File: src/rtl/aurora_enc_pkg.sv
// Shared definitions for the Aurora encoder word unpacker: field offsets inside
// the 64-bit encoder word, scan FSM encoding and statistics counter width.
package aurora_enc_pkg;

  // Bit offsets of the two position fields inside an encoder word.
  localparam int unsigned X_LSB = 0;
  localparam int unsigned W_LSB = 32;

  // Default width of the saturating statistics counters.
  localparam int unsigned CNT_W = 32;

  // Scan state machine.
  typedef enum logic [1:0] {
    StIdle  = 2'd0,
    StAlign = 2'd1,
    StRun   = 2'd2,
    StFlush = 2'd3
  } state_e;

endpackage

File: src/rtl/aurora_enc_skid_buf.sv
// Two-entry valid/ready buffer for the unpacker output stream. A push that
// finds the buffer full with no pop in the same cycle is rejected and flagged
// through push_ovf.
module aurora_enc_skid_buf #(
  parameter int unsigned WIDTH = 64
) (
  input  logic             clk,
  input  logic             rst,
  input  logic             push,
  input  logic [WIDTH-1:0] push_data,
  output logic             push_ovf,
  output logic [WIDTH-1:0] out_data,
  output logic             out_valid,
  input  logic             out_ready
);

  logic [WIDTH-1:0] mem_q [2];
  logic             wr_q;
  logic             rd_q;
  logic [1:0]       cnt_q;
  logic             pop;
  logic             full;
  logic             push_ok;

  assign out_valid = (cnt_q != 2'd0);
  assign out_data  = mem_q[rd_q];
  assign pop       = out_valid && out_ready;
  assign full      = (cnt_q == 2'd2);
  // A pop in the same cycle frees the slot the push lands in.
  assign push_ok   = push && (!full || pop);
  assign push_ovf  = push && full && !pop;

  // Storage, pointers and occupancy.
  always_ff @(posedge clk or posedge rst) begin
    if (rst) begin
      mem_q[0] <= '0;
      mem_q[1] <= '0;
      wr_q     <= 1'b0;
      rd_q     <= 1'b0;
      cnt_q    <= 2'd0;
    end else begin
      if (push_ok) begin
        mem_q[wr_q] <= push_data;
        wr_q        <= ~wr_q;
      end
      if (pop) begin
        rd_q <= ~rd_q;
      end
      cnt_q <= cnt_q + {1'b0, push_ok} - {1'b0, pop};
    end
  end

endmodule

File: src/rtl/aurora_enc_unpack.sv
// Aurora encoder word unpacker (clk_100m side). Splits encoder words into X/W
// positions, decimates, checks W continuity and streams kept samples out over
// AXI-Stream through a two-entry skid buffer, with saturating statistics.
// Optional build macro AURORA_ENC_UNPACK_TLAST_EN: each kept word is parked in
// a holding register so the last word of a scan can carry m_axis_tlast.
module aurora_enc_unpack
  import aurora_enc_pkg::*;
#(
  parameter int unsigned DATA_WD = 64,
  parameter int unsigned POS_WD  = 32,
  parameter int unsigned CNT_WD  = CNT_W
) (
  input  logic               clk,
  input  logic               rst,
  input  logic               cfg_clr,
  input  logic [15:0]        cfg_dec_num,
  input  logic [31:0]        cfg_max_step,
  input  logic               enc_sop,
  input  logic               enc_eop,
  input  logic               enc_vld,
  input  logic [DATA_WD-1:0] enc_data,
  output logic [DATA_WD-1:0] m_axis_tdata,
  output logic               m_axis_tvalid,
  input  logic               m_axis_tready,
  output logic               m_axis_tlast,
  output logic               busy,
  output logic [CNT_WD-1:0]  word_cnt,
  output logic [CNT_WD-1:0]  step_err_cnt,
  output logic [CNT_WD-1:0]  drop_cnt
);

`ifdef AURORA_ENC_UNPACK_TLAST_EN
  localparam int unsigned SkidWd = DATA_WD + 1;
`else
  localparam int unsigned SkidWd = DATA_WD;
`endif

  // S1 input register
  logic               s1_vld, s1_sop, s1_eop;
  logic [DATA_WD-1:0] s1_data;

  state_e             state_q, state_d, eff_state;
  logic [15:0]        dec_cnt_q, dec_cnt_d;
  logic [15:0]        dec_n_q, dec_n_d;
  logic [15:0]        dec_n_cfg;
  logic [POS_WD-1:0]  w_prev_q, w_prev_d;
  logic [POS_WD-1:0]  w_cur, x_cur, delta, abs_delta;
  logic [DATA_WD-1:0] kept_word;
  logic               first_word, run_word, idle_drop;
  logic               keep, step_err;

  logic               push, push_ovf, flush_done;
  logic [SkidWd-1:0]  push_data, skid_out;
  logic               word_inc;
  logic [1:0]         drop_inc;
  logic [CNT_WD-1:0]  drop_add;

  // sop in the same S1 cycle takes effect before the word is classified.
  assign eff_state  = s1_sop ? StAlign : state_q;
  assign first_word = s1_vld && (eff_state == StAlign);
  assign run_word   = s1_vld && (eff_state == StRun);
  assign idle_drop  = s1_vld && ((eff_state == StIdle) || (eff_state == StFlush));
  assign dec_n_cfg  = (cfg_dec_num == 16'd0) ? 16'd1 : cfg_dec_num;

  assign w_cur      = s1_data[W_LSB +: POS_WD];
  assign x_cur      = s1_data[X_LSB +: POS_WD];
  assign kept_word  = {w_cur, x_cur};
  // Modular difference read as signed; magnitude of the most negative value
  // still comes out right as an unsigned number.
  assign delta      = w_cur - w_prev_q;
  assign abs_delta  = delta[POS_WD-1] ? (~delta + 1'b1) : delta;

  // Keep/step decision and decimation bookkeeping for the word in S1.
  always_comb begin
    dec_cnt_d = dec_cnt_q;
    dec_n_d   = dec_n_q;
    w_prev_d  = w_prev_q;
    keep      = 1'b0;
    step_err  = 1'b0;
    if (s1_sop) begin
      dec_cnt_d = 16'd0;
    end
    if (first_word) begin
      keep      = 1'b1;
      w_prev_d  = w_cur;
      dec_n_d   = dec_n_cfg;
      dec_cnt_d = (dec_n_cfg == 16'd1) ? 16'd0 : 16'd1;
    end else if (run_word) begin
      keep     = (dec_cnt_q == 16'd0);
      step_err = (abs_delta > cfg_max_step);
      w_prev_d = w_cur;
      // A new decimation factor is picked up only at the wrap.
      if (dec_cnt_q >= dec_n_q - 16'd1) begin
        dec_cnt_d = 16'd0;
        dec_n_d   = dec_n_cfg;
      end else begin
        dec_cnt_d = dec_cnt_q + 16'd1;
      end
    end
  end

`ifdef AURORA_ENC_UNPACK_TLAST_EN
  logic               hold_vld_q, hold_vld_d;
  logic [DATA_WD-1:0] hold_data_q, hold_data_d;
  logic               rel_flush;

  // Held word leaves with tlast once the scan has ended, or without tlast
  // when displaced by the next kept word.
  always_comb begin
    rel_flush   = hold_vld_q && (state_q == StFlush);
    push        = rel_flush || (keep && hold_vld_q);
    push_data   = {rel_flush, hold_data_q};
    hold_vld_d  = hold_vld_q;
    hold_data_d = hold_data_q;
    if (keep) begin
      hold_vld_d  = 1'b1;
      hold_data_d = kept_word;
    end else if (rel_flush) begin
      hold_vld_d  = 1'b0;
    end
    flush_done  = !m_axis_tvalid && !hold_vld_q;
  end

  // Holding register.
  always_ff @(posedge clk or posedge rst) begin
    if (rst) begin
      hold_vld_q  <= 1'b0;
      hold_data_q <= '0;
    end else begin
      hold_vld_q  <= hold_vld_d;
      hold_data_q <= hold_data_d;
    end
  end

  assign m_axis_tdata = skid_out[DATA_WD-1:0];
  assign m_axis_tlast = skid_out[DATA_WD];
`else
  // Kept words go straight to the skid buffer.
  always_comb begin
    push       = keep;
    push_data  = kept_word;
    flush_done = !m_axis_tvalid;
  end

  assign m_axis_tdata = skid_out;
  assign m_axis_tlast = 1'b0;
`endif

  // Scan FSM next state; eop is honoured after the same-cycle word.
  always_comb begin
    state_d = eff_state;
    case (eff_state)
      StIdle:  state_d = StIdle;
      StAlign: begin
        if (s1_eop) begin
          state_d = StFlush;
        end else if (s1_vld) begin
          state_d = StRun;
        end
      end
      StRun: begin
        if (s1_eop) begin
          state_d = StFlush;
        end
      end
      StFlush: begin
        if (flush_done) begin
          state_d = StIdle;
        end
      end
      default: state_d = StIdle;
    endcase
  end

  // S1 register and scan state.
  always_ff @(posedge clk or posedge rst) begin
    if (rst) begin
      s1_vld    <= 1'b0;
      s1_sop    <= 1'b0;
      s1_eop    <= 1'b0;
      s1_data   <= '0;
      state_q   <= StIdle;
      dec_cnt_q <= 16'd0;
      dec_n_q   <= 16'd1;
      w_prev_q  <= '0;
    end else begin
      s1_vld    <= enc_vld;
      s1_sop    <= enc_sop;
      s1_eop    <= enc_eop;
      s1_data   <= enc_data;
      state_q   <= state_d;
      dec_cnt_q <= dec_cnt_d;
      dec_n_q   <= dec_n_d;
      w_prev_q  <= w_prev_d;
    end
  end

  aurora_enc_skid_buf #(
    .WIDTH (SkidWd)
  ) u_skid (
    .clk       (clk),
    .rst       (rst),
    .push      (push),
    .push_data (push_data),
    .push_ovf  (push_ovf),
    .out_data  (skid_out),
    .out_valid (m_axis_tvalid),
    .out_ready (m_axis_tready)
  );

  assign busy     = (state_q != StIdle);
  assign word_inc = push && !push_ovf;
  assign drop_inc = {1'b0, idle_drop} + {1'b0, push_ovf};
  assign drop_add = CNT_WD'(drop_inc);

  // Saturating statistics; clear wins over a same-cycle increment.
  always_ff @(posedge clk or posedge rst) begin
    if (rst) begin
      word_cnt     <= '0;
      step_err_cnt <= '0;
      drop_cnt     <= '0;
    end else if (cfg_clr) begin
      word_cnt     <= '0;
      step_err_cnt <= '0;
      drop_cnt     <= '0;
    end else begin
      if (word_inc && (word_cnt != '1)) begin
        word_cnt <= word_cnt + 1'b1;
      end
      if (step_err && (step_err_cnt != '1)) begin
        step_err_cnt <= step_err_cnt + 1'b1;
      end
      if (drop_inc != 2'd0) begin
        drop_cnt <= (drop_cnt > ~drop_add) ? '1 : drop_cnt + drop_add;
      end
    end
  end

endmodule

File: config.mk
export PLATFORM = sky130hd
export DESIGN_NAME = aurora_enc_unpack
export DESIGN_NICKNAME = d
export VERILOG_FILES = /design/src/rtl/aurora_enc_pkg.sv /design/src/rtl/aurora_enc_skid_buf.sv /design/src/rtl/aurora_enc_unpack.sv
export SDC_FILE = /design/constraint.sdc
export NUM_CORES = 1
export LEC_CHECK = 0
export ABC_CLOCK_PERIOD_IN_PS = 7200
export BUFFER_PORTS_ARGS = -buffer_cell sky130_fd_sc_hd__buf_4
export CORE_MARGIN = 3
export CORE_UTILIZATION = 53
export CTS_CLUSTER_SIZE = 10
export DETAILED_ROUTE_END_ITERATION = 6
export PLACE_DENSITY = 0.83
export SYNTH_ARGS = -nofsm -noshare
export SYNTH_HDL_FRONTEND = slang
export SYNTH_HIERARCHICAL = 1
export SYNTH_SLANG_ARGS = --single-unit
File: constraint.sdc
create_clock -name clk -period 7.2 [get_ports clk]
set_input_delay 1.44 -clock clk [delete_from_list [all_inputs] [get_ports clk]]
set_output_delay 1.44 -clock clk [all_outputs]
set_load 0.05 [all_outputs]
* Yosys cells after proc, flatten, opt, wreduce, memory -nomap -nowiden
Cells that the tools add are included.
Cells by class: reduce and logical (&&, ||, !) cells 29, multipliers 0, shifts and indexed selects 0, div/mod/pow operators 0, magnitude comparators 6, equal/unequal tests 7, bitwise gates (word level) 6, add/sub/neg operators 10, multiplexer cells 35
Operators by type and width (count):
- $mux 32 | 10
- $mux 64 | 4
- $bwmux 128 | 1
- $mux 16 | 8
- $add 32x1->32 const B | 3
- $demux 64 s1 | 1
- $gt 32x32->1 | 2
- $ne 32x32->1 const B | 2
- $add 32x2->32 | 1
- $logic_not 16->1 | 2
- $not 2->32 | 1
- $not 32->32 | 1
- $sub 32x32->32 | 1
- $add 16x1->16 const B | 1
- $eq 16x1->1 const B | 1
- $ge 16x16->1 | 1
- $reduce_bool 2->1 | 8
- $sub 16x1->16 const B | 1
- $logic_and 1x1->1 | 11
- $mux 2 | 5
- $pmux 2 s4 | 1
- $eq 2x2->1 const B | 3
- $mux 1 | 5
- $ge 2x2->1 const B | 2
- 12 further kinds | 17
Word-level totals: latch bits 0, word-level logic and storage cells 109, bits in writable memories 0, register bits after elaboration 361, memories kept 0, ROM bits 0, input port bits 119

* Logic depth before layout (Yosys ltp)
word-level depth 13, mapped depth 27

* Modules after synthesis
Netlist, hierarchy kept.
Modules (own cells, without submodules):
- aurora_enc_unpack | area an instance 13845.8 sq um, seq. area each 5731.7 sq um, cells an instance 1508, times used 1
- aurora_enc_skid_buf | area an instance 5700.5 sq um, seq. area each 3303.2 sq um, cells an instance 374, times used 1

* Worst setup path before layout
Ideal clock, no wire load.
path kind register to register, from register s1_data[32] (netlist: kept_word[32]), to register step_err_cnt[18], cell stages (with the launch flop) 23, data arrival time 5.427 ns, slack 1.695 ns, required time 7.122 ns, cell sequence dfrtp_1 > inv_1 > ha_1 > inv_1 > fa_1 > a21o_1 > a22o_1 > o211ai_2 > nand3_1 > and3_1 > nor3b_2 > or3b_1 > or2_1 > o41a_1 > xor2_1 > ha_1 > nand4_1 > nor4_1 > a221oi_1 > or4_1 > clkbuf_1 > or3_1 > a21oi_1
On the way: cells in the longest elaborated chain, start to end 9
Ends and longest elaborated chain:
- start: declaration | line aurora_enc_unpack.sv:40 | logic [DATA_WD-1:0] s1_data;
- start signal: assignment | line aurora_enc_unpack.sv:190 | s1_data <= enc_data;
- $sub 32x32->32 * | line aurora_enc_unpack.sv:70 | assign delta = w_cur - w_prev_q;
- $not 32->32 | line aurora_enc_unpack.sv:71 | assign abs_delta = delta[POS_WD-1] ? (~delta + 1'b1) : delta;
- $add 32x1->32 | line aurora_enc_unpack.sv:71
- $mux 32 * | line aurora_enc_unpack.sv:71
- $gt 32x32->1 * | line aurora_enc_unpack.sv:90 | step_err = (abs_delta > cfg_max_step);
- $mux 1 * | line aurora_enc_unpack.sv:88 | end else if (run_word) begin
- $mux 1 * | line aurora_enc_unpack.sv:83 | if (first_word) begin
- $logic_and 1x1->1 * | line aurora_enc_unpack.sv:230 | if (step_err && (step_err_cnt != '1)) begin
- $reduce_bool 2->1 (no source line) *
- end signal: assignment | line aurora_enc_unpack.sv:231 | step_err_cnt <= step_err_cnt + 1'b1;
- end: declaration | line aurora_enc_unpack.sv:28 | output logic [CNT_WD-1:0] step_err_cnt,
Mark *: on every way between the ends. The rest lies on a longest branch, timed or not. A chain may end at the register's enable or synchronous reset.

* Final worst setup path
from register s1_data[49] (netlist: kept_word[49]), to register step_err_cnt[28]
Same word-level chain as after synthesis.

==> run summary <==
The flow ran to the end, and the final reports show no timing, DRC or antenna violations. The clock transition time at the flip-flop clock pins of the worst setup and hold paths was 50 ps. After legalization and detailed placement, the total HPWL measured 36.1 mm.

The switching component of the power came out at 0.00421 W. The post-route antenna net violation count is 0. The critical path goes through ha_1 > nand2_1 > or3_1 > or4_1 > a21oi_1 > nor2_1 > xnor2_1 > or3_1 > or3_4 > nor3_1 > nor3b_1 > ha_1 > nand4_1 > nor4_2 > a221oi_1 > or4_1 > or4_1 > a21oi_1. The run gives 1,135 as the number of DRC markers in iteration 0. Setup violations remaining at the end of the flow were counted as 0. The worst setup path is of the reg -> reg kind. The final layout contains routed wiring with a total length of 50.5 mm. For this run, design rule violations remaining after detail routing come to 0. The number of clock buffers added by TritonCTS is 42.

Across the run, the number of max-cap violations was 0. In this run the worst hold path is classified as reg -> reg. The number of synthesized flops with an enable pin is 0. Summing every instance area after synthesis gives 19,500 sq um. Global routing consumed, over all layers together, 25.8% of the routing resources. In this run, the combinational gates consume 51.7% of the power. Synthesis handed over a netlist of 1,882 instances. The clock sink count came out at 361. The commonest cells after synthesis are sky130_fd_sc_hd__dfrtp_1 (360), sky130_fd_sc_hd__nand2_1 (137), sky130_fd_sc_hd__nor2_1 (120).

The clock tree root driver cell is sky130_fd_sc_hd__clkbuf_16. Setup repair after global routing left no endpoint under its margin. The number of distinct library cells after synthesis is 87. The tools report the core outline area as 36,000 sq um. On the final layout, the worst hold slack is 473 ps.

The number of global-route vias before repair came out at 15,800. In this run the tool buffered the top-level ports with 280 buffer cells. After detailed routing, the number of vias per cell comes to 5.85. The internal portion of total power came out at 0.00560 W.

Summed over all layers, the global routing overflow is 0. Net switching is 42.9% of the power. The most used flip-flop cell after synthesis is sky130_fd_sc_hd__dfrtp_1. The share of synthesized registers carrying an async set or reset is 100%.

The delay of the slowest cell on the worst path is 850 ps, and the post-synthesis net count is 2,099. The run gives 0 as the number of gates given a new drive strength after cts. The run gives 18.9% as the clock power share. For the pin with the worst max-slew slack, the measured transition is 1290 ps. The number of hold buffers added after CTS was 0. The longest clock path from root to sink contains 3 buffers. The total power was 0.00981 W. Measured along the x axis, the die boundary spans 198 microns. The library cell appearing most often on the critical path was sky130_fd_sc_hd__or4_1.

Headroom to the max-slew limit came out at 13.7%. OpenSTA, run right after detailed placement, puts the worst setup slack at 306 ps. The tools report the sequential-to-total area share from yosys stat as 46.2%. Setup total negative slack on the finished layout was measured at 0 ps.

The logs give 0 for the number of endpoints with negative hold slack in the final report and 10.6 nW for the leakage power of the design. The synthesized design spends more area on one cell type than any other, namely sky130_fd_sc_hd__dfrtp_1. For the first-pass GRT wire length, the log shows 82.2 mm. The insertion delay to the later sink of the worst-skew pair came out at 540 ps. The post-synthesis to final-layout area growth was 18.7%.

The most used standard cell by instance count after synthesis is sky130_fd_sc_hd__dfrtp_1. Top cell type's share of synthesized area: 46.1%. The initial utilization of the core area, before any placement, comes to 54.3%.

Overall die area: 39,200 sq um. The number of top-level pins came out at 282. The type of element launching the critical path is a register.

Maximum fanout count along the critical path: 15. TritonCTS built the clock tree. In this run the number of H-tree levels came out at 2.

The sequential fraction of design power was 29.3%; the die height was 198 microns. At the worst endpoint, the arrival time is 7250 ps. For the number of nets in the layout, the log shows 2,358. The total of warnings raised by yosys was 6. The via count was 15,300. The final critical-path share of the clock period is 94.4%.

The data required time at the worst endpoint is 7650 ps, and the maximum clock frequency is 147 MHz. The largest net degree at the start of global routing came out at 136. Post-CTS setup buffer count: 0. Routability-driven placement finished with a final weighted congestion of 0.933.

Peak supply drop: 0.000405 V. STA classifies the critical path endpoint as a register. By area the synthesized netlist is led by sky130_fd_sc_hd__dfrtp_1 (46%), sky130_fd_sc_hd__mux2_1 (6.7%), sky130_fd_sc_hd__ha_1 (6.1%). Among all stages on the critical path, the largest delay is contributed by sky130_fd_sc_hd__or4_1. Counting flops and latches in the post-synthesis netlist gives 361.

The initialized floorplan defines 69 standard-cell rows. For this run, the detailed router's first-pass iteration total came to 5. For the initial antenna violation count, the log shows 5. Clock skew on the completed layout was measured at 19.0 ps. The number of max-slew violations in the final report is 0. Dividing the detail-routed wire length by the instance count gives 19.3 microns. Of the cells placed in the final design, the portion with a size suffix greater than 1 is 22.1%. Once routing completed, OpenROAD measured the worst setup slack at 403 ps.

Power spread over the standard cell area amounts to 423 nW/um^2. In this run the mean area of a mapped cell was 10.4 sq um. The routed design could run at a clock period as short as 6800 ps.
[cells by family (layout without fill, tap and decap cells)]
family	Yosys count	after routing	share of synthesized area, %
simple gates	539	539	14.0
compound gates	376	376	12.6
flops	361	361	46.2
mux	210	210	12.1
buf+inv	189	459	3.87
xor+xnor	108	108	4.88
fa+ha+maj	98	98	6.35
other cells	1	4	0.0192
[layout by cell type, fill, tap and decap left out, types with 7 or more instances in the layout]
| cell type | instances |
|---|---|
| sky130_fd_sc_hd__a2111oi_0 | 7 |
| sky130_fd_sc_hd__a211oi_1 | 14 |
| sky130_fd_sc_hd__a21o_1 | 32 |
| sky130_fd_sc_hd__a21oi_1 | 109 |
| sky130_fd_sc_hd__a22o_1 | 8 |
| sky130_fd_sc_hd__a311oi_1 | 16 |
| sky130_fd_sc_hd__a41oi_1 | 8 |
| sky130_fd_sc_hd__and2_1 | 13 |
| sky130_fd_sc_hd__and3_1 | 35 |
| sky130_fd_sc_hd__buf_4 | 290 |
| sky130_fd_sc_hd__clkbuf_16 | 42 |
| sky130_fd_sc_hd__dfrtp_1 | 359 |
| sky130_fd_sc_hd__ha_1 | 96 |
| sky130_fd_sc_hd__inv_1 | 110 |
| sky130_fd_sc_hd__mux2_1 | 117 |
| sky130_fd_sc_hd__mux2_2 | 87 |
| sky130_fd_sc_hd__nand2_1 | 137 |
| sky130_fd_sc_hd__nand2b_1 | 13 |
| sky130_fd_sc_hd__nand3_1 | 57 |
| sky130_fd_sc_hd__nand3b_1 | 11 |
| sky130_fd_sc_hd__nand4_1 | 31 |
| sky130_fd_sc_hd__nor2_1 | 119 |
| sky130_fd_sc_hd__nor2b_1 | 9 |
| sky130_fd_sc_hd__nor3_1 | 27 |
| sky130_fd_sc_hd__nor4_1 | 19 |
| sky130_fd_sc_hd__o21a_1 | 8 |
| sky130_fd_sc_hd__o21ai_0 | 85 |
| sky130_fd_sc_hd__o21ai_1 | 12 |
| sky130_fd_sc_hd__o31ai_1 | 15 |
| sky130_fd_sc_hd__or2_2 | 8 |
| sky130_fd_sc_hd__or3_1 | 17 |
| sky130_fd_sc_hd__or4_1 | 16 |
| sky130_fd_sc_hd__xnor2_1 | 56 |
| sky130_fd_sc_hd__xor2_1 | 50 |
[path summary, 6_finish.rpt]
kind | start | endpoint | slack [ps] | cells past startpoint
max in group asynchronous | rst | u_skid/rd_q | 4660 | 3
setup reg to reg | kept_word[49] | step_err_cnt[28] | 400 | 18
hold reg to reg | kept_word[14] | u_skid/mem_q[14] | 470 | 1
hold / removal | kept_word[14] | u_skid/mem_q[14] | 470 | 1
min in group asynchronous | rst | u_skid/mem_q[65] | 1020 | 2
setup / recovery | kept_word[49] | step_err_cnt[28] | 400 | 18
[worst max-delay path, delay by kind of cell, from the launching register on]
kind                       cells  cell delay, ps
AOI/OAI and AO/OA              3             870
DFF                            1             420
xor gates and xnor gates       1             210
adders and majority gates      2             720
and+or+nand+nor               12            4490
[cell type report]
cell class                 instances  area (sq um)
multi-input combinational       1332          9800
timing repair buffer             291          2200
clock buffer                      51          1110
tap                              461           577
clock inverter                     4          38.8
antenna                            3          7.51
inverter                         113           430
sequential                       361          9040
fill                            2775         12800
[power groups by stage]
stage | Sequential (W) | Combinational, W | Clock, W
6_report | 0.00288 | 0.00507 | 0.00186
5_1_grt | 0.00294 | 0.00549 | 0.00198
4_1_cts | 0.00287 | 0.00507 | 0.00190
3_5_place_dp | 0.00290 | 0.00503 | 0
3_3_place_gp | 0.00285 | 0.00488 | 0
2_1_floorplan | 0.00278 | 0.00382 | 0
[stage by stage]
stage | std cells | instance area (sq um) | util [%]
2_1_floorplan | 1882 | 19600 | -
3_3_place_gp | 2558 | 22000 | 61.2
3_5_place_dp | 2558 | 22000 | 61.2
4_1_cts | 2613 | 23200 | 64.4
5_1_grt | 2616 | 23200 | 64.5
6_report | 2616 | 23200 | 64.5
[routing by layer]
| metal | share of wire, % | track usage [%] | wire, microns | vias to the layer above |
|---|---|---|---|---|
| met4 | 3.1 | 8.94 | 1580 | 4 |
| met2 | 49 | 42.9 | 24500 | 471 |
| met1 | 41 | 33.6 | 20900 | 7500 |
| met5 | 0.054 | 0 | 27 | - |
| li1 | - | - | - | 7226 |
| met3 | 6.9 | 5.68 | 3470 | 97 |
[registers in the layout, summed over array words and instances, names as in the netlist, 16 cells and up]
register / flops
w_prev_q: 32
u_skid/mem_q: 128
dec_n_q: 16
kept_word: 64
dec_cnt_q: 16
word_cnt: 32
step_err_cnt: 32
drop_cnt: 32
No activity file was read; power rests on OpenSTA's default activity.
